--- src/rtl/ladder_pkg.sv ---
// Shared types for the ladder counter receive-side checker.
package ladder_pkg;

  localparam int   MAX_DW = 8;
  localparam logic UP     = 1'b1;
  localparam logic DOWN   = 1'b0;

  typedef enum logic [1:0] {IDLE, ACQUIRE, VERIFY, LOCKED} det_state_t;

  typedef struct packed {
    logic [MAX_DW-1:0] delta;
    logic              dir;
    logic              illegal;
  } step_t;

endpackage

--- src/rtl/ladder_step_classify.sv ---
// Combinational classification of one count step into delta/direction/illegal.
module ladder_step_classify
  import ladder_pkg::*;
#(
  parameter int CW = 4,
  parameter int DW = 3
) (
  input  logic [CW-1:0] count,
  input  logic [CW-1:0] prev,
  input  logic          hold_dir,
  output step_t         step
);

  localparam logic [CW-1:0] LIM = CW'((1 << DW) - 1);

  logic [CW-1:0] diff;
  logic [CW-1:0] neg;

  // Modular subtraction makes a wrap such as 14 -> 1 a legal up step of 3.
  always_comb begin
    diff = count - prev;
    neg  = prev - count;
    step = '0;
    if (diff == '0) begin
      step.dir = hold_dir;
    end else if (diff <= LIM) begin
      step.delta = MAX_DW'(diff);
      step.dir   = UP;
    end else if (neg <= LIM) begin
      step.delta = MAX_DW'(neg);
      step.dir   = DOWN;
    end else begin
      step.illegal = 1'b1;
    end
  end

endmodule

--- src/rtl/ladder_delta_detector.sv ---
// Recovers step size and direction from a ladder count stream and tracks lock.
module ladder_delta_detector
  import ladder_pkg::*;
#(
  parameter int CW     = 4,
  parameter int DW     = 3,
  parameter int LOCK_N = 3
) (
  input  logic          clk,
  input  logic          reset,
  input  logic          count_valid,
  input  logic [CW-1:0] count,
  output logic [DW-1:0] delta_out,
  output logic          direction_out,
  output logic          locked,
  output logic          mismatch
);

  localparam int              MCW      = $clog2(LOCK_N + 1);
  localparam logic [MCW-1:0]  LOCK_MAX = MCW'(LOCK_N);
  localparam det_state_t      AFTER_CAND = (LOCK_N == 1) ? LOCKED : VERIFY;

  det_state_t     state, state_n;
  logic [CW-1:0]  prev, prev_n;
  logic [DW-1:0]  cand_delta, cand_delta_n;
  logic           cand_dir, cand_dir_n;
  logic [MCW-1:0] match_cnt, match_cnt_n;
  logic [DW-1:0]  delta_out_n;
  logic           direction_out_n, locked_n, mismatch_n;

  step_t          step;
  logic [DW-1:0]  step_delta;
  logic           same;

  ladder_step_classify #(.CW(CW), .DW(DW)) u_classify (
    .count    (count),
    .prev     (prev),
    .hold_dir (cand_dir),
    .step     (step)
  );

  // A zero step matches a zero candidate regardless of direction.
  assign step_delta = step.delta[DW-1:0];
  assign same = !step.illegal && (step_delta == cand_delta) &&
                ((step_delta == '0) || (step.dir == cand_dir));

  always_comb begin
    state_n         = state;
    prev_n          = prev;
    cand_delta_n    = cand_delta;
    cand_dir_n      = cand_dir;
    match_cnt_n     = match_cnt;
    delta_out_n     = delta_out;
    direction_out_n = direction_out;
    locked_n        = locked;
    mismatch_n      = 1'b0;
    if (count_valid) begin
      prev_n = count;
      case (state)
        IDLE: state_n = ACQUIRE;
        ACQUIRE: begin
          if (!step.illegal) begin
            cand_delta_n = step_delta;
            cand_dir_n   = step.dir;
            match_cnt_n  = MCW'(1);
            state_n      = AFTER_CAND;
          end
        end
        VERIFY: begin
          if (step.illegal) begin
            match_cnt_n = '0;
            state_n     = ACQUIRE;
          end else if (same) begin
            if (match_cnt + MCW'(1) >= LOCK_MAX) begin
              match_cnt_n = LOCK_MAX;
              state_n     = LOCKED;
            end else begin
              match_cnt_n = match_cnt + MCW'(1);
            end
          end else begin
            cand_delta_n = step_delta;
            cand_dir_n   = step.dir;
            match_cnt_n  = MCW'(1);
          end
        end
        LOCKED: begin
          if (!same) begin
            mismatch_n = 1'b1;
            if (step.illegal) begin
              match_cnt_n = '0;
              state_n     = ACQUIRE;
            end else begin
              cand_delta_n = step_delta;
              cand_dir_n   = step.dir;
              match_cnt_n  = MCW'(1);
              state_n      = AFTER_CAND;
            end
          end
        end
        default: state_n = IDLE;
      endcase
      // A broken pattern always reports unlocked for at least the pulse cycle.
      locked_n = (state_n == LOCKED) && !mismatch_n;
      if (locked_n) begin
        delta_out_n     = cand_delta_n;
        direction_out_n = cand_dir_n;
      end
    end
  end

  always_ff @(posedge clk) begin
    if (reset) begin
      state         <= IDLE;
      prev          <= '0;
      cand_delta    <= '0;
      cand_dir      <= 1'b0;
      match_cnt     <= '0;
      delta_out     <= '0;
      direction_out <= 1'b0;
      locked        <= 1'b0;
      mismatch      <= 1'b0;
    end else begin
      state         <= state_n;
      prev          <= prev_n;
      cand_delta    <= cand_delta_n;
      cand_dir      <= cand_dir_n;
      match_cnt     <= match_cnt_n;
      delta_out     <= delta_out_n;
      direction_out <= direction_out_n;
      locked        <= locked_n;
      mismatch      <= mismatch_n;
    end
  end

endmodule

--- config.mk ---
export PLATFORM = sky130hd
export DESIGN_NAME = ladder_delta_detector
export DESIGN_NICKNAME = d
export VERILOG_FILES = /design/src/rtl/ladder_pkg.sv /design/src/rtl/ladder_step_classify.sv /design/src/rtl/ladder_delta_detector.sv
export SDC_FILE = /design/constraint.sdc
export NUM_CORES = 1
export LEC_CHECK = 0
export ABC_AREA = 1
export CAP_MARGIN = 40
export CELL_PAD_IN_SITES_DETAIL_PLACEMENT = 0
export CELL_PAD_IN_SITES_GLOBAL_PLACEMENT = 2
export CORE_MARGIN = 2
export CORE_UTILIZATION = 31
export DETAILED_ROUTE_END_ITERATION = 12
export PLACE_DENSITY_LB_ADDON = 0.1
export SLEW_MARGIN = 40
export SYNTH_ARGS = -nofsm -noshare
export SYNTH_HDL_FRONTEND = slang
export SYNTH_HIERARCHICAL = 1
export SYNTH_SLANG_ARGS = --single-unit
--- constraint.sdc ---
create_clock -name clk -period 2.9 [get_ports clk]
set_clock_uncertainty 0.1 [all_clocks]
set_input_delay 0.29 -clock clk [delete_from_list [all_inputs] [get_ports clk]]
set_output_delay 0.29 -clock clk [all_outputs]
set_load 0.02 [all_outputs]
==> metrics.cfg <==
[detailed_routing]
wl_per_cell_um=11.4
vias=1322
vias_per_cell=4.56
drcViolationCount=0
first_pass_iters=4
ant_nets=0
drt-total-wl_mm=3.30
drt_iter0_drc=35

[yosys]
synth_cells=211
synth_area_mm2=0.00138
syn_avg_cell_area_um2=6.55
synth-warning-count=6
synthesis.nets=227

[sta]
rsz0062_at_grt=no
hold_viol=0
worstMarginPinSlew_ns=0.395
setup_viol=0
setup_slack_ns=0.222
slew_violations=0
period_share_pct=92.4
slew_headroom_pct=73.6
max_freq_mhz=373
fin_tns_setup_ns=0
fin_crit_ns=2.68
fin_hold_ws_ns=0.257

[worst_setup_path]
critPathLaunchType=input port
path_class=input port to flip-flop
cp.required_ns=2.95
end_kind=flip-flop
crit_path_max_fanout=7
reg2reg_slack_ns=0.29
critPathArrivalTime_ns=2.73

[power_and_ir_drop]
powerDensity_mw_per_mm2=504
sw_frac_of_total_pct=36.9
seq_power_share_pct=32.3
p_sw_mw=0.325
p_leak_nw=0.868
ir_drop_mv=0.237
comb_power_share_pct=43.8
p_int_mw=0.555
totalPowerFinal_mw=0.880
p_clk_share_pct=23.9

[place]
numPlacedInstances=283
place_congestion=0.773
portBuffers=12
dpl-instance-area_mm2=0.00163
dp_hpwl_mm=2.62
preCtsSetupSlack_ns=-0.228

[cts]
clock_path_buffers=2
cts_hold_buf=0
clock_latency_ns=0.26
cts_htree_levels=1
cts_tree=built
clk_pin_slew_ns=0.07
numCtsBuffers=3
cts_sinks=18
cts-root-buf=clkbuf_8

[worst_hold_path]
hold_path_class=input port to flip-flop

[floorplan]
start_util_pct=31.9
die_height_um=70.8
core_area_mm2=0.00432
ios=13
die-width_um=70.8
num_rows=24
die_area_mm2=0.00501

[final_layout]
postLayoutCellArea_mm2=0.00175
layout-area-overhead-vs-synth_pct=26.4
utilization_pct=40.4
layout_commonest_cell=nand2_1
layout-drive-gt1-share_pct=19.7
instances_no_fill=290
layout_common_cells=nand2_1, inv_1, nor2_1
antennaDiodeCount=0
nNetsFinal=255

[global_routing]
track_usage_pct=14.3
grt_pass1_wl_mm=5.78
grt_max_degree=14
grt_overflow=0
antenna_found_initial=0
grt_pass1_vias=1308

[outcome]
outcome=completed

[flow_run]
maxCapViolCount=0

-- power groups by stage --
stage	clock network, mW	logic [mW]	registers (mW)
2_1_floorplan	0	0.245	0.292
3_3_place_gp	0	0.359	0.290
3_5_place_dp	0	0.360	0.290
4_1_cts	0.215	0.361	0.284
5_1_grt	0.227	0.435	0.288
6_report	0.210	0.385	0.285
-- critical path: stages --
cell and delay (ns):
clkdlybuf4s50_1 0.42, buf_4 0.16, fa_1 0.43, xor2_1 0.16, buf_4 0.14, o31ai_2 0.17, inv_1 0.10, inv_1 0.08
nand2_1 0.05, nand2_1 0.05, nand2_1 0.09, nand3_4 0.14, nand2_2 0.07, nand2_2 0.07, nand2_4 0.06, nand2_4 0.08
nand2_1 0.05, nand2_1 0.05, nor2_1 0.05
-- flip-flops by register name, indices dropped and copies added, names as in the netlist --
register and count:
delta_out 3, cand_delta 3, state 2, prev 4, match_cnt 2, direction_out 1, mismatch 1, cand_dir 1
locked 1
-- routing by layer --
metal  vias up  global-route usage (%)  wire length (um)  part of all wire [%]
met5         -                       0                 0                     0
met4         0                    3.77                39                   1.2
met3         5                    1.99               105                   3.2
met2        21                    22.3              1380                    42
met1       592                    20.6              1770                    54
li1        704                       -                 -                     -
-- repair_timing --
item | in CTS | in global routing
gates resized for setup | 0 | 8
setup buffers | 0 | 3
hold endpoints to repair | 0 | 0
setup endpoints to repair | 0 | 9
-- final timing paths --
check / startpoint / endpoint / cells past startpoint
setup / recovery: count[1] / delta_out[1] / 19
setup reg to reg: prev[0] / delta_out[1] / 20
hold / removal: count[0] / prev[0] / 3
hold reg to reg: locked / locked / 2
-- final cells by class --
class	count	area, um2
fillers	484	2580
flip-flops and latches	18	360
repair buffers	30	258
well taps	52	65.1
clock buffers	4	55.1
inverters	38	148
multi-input cells	148	860
Power figures use the tool's default switching activity.
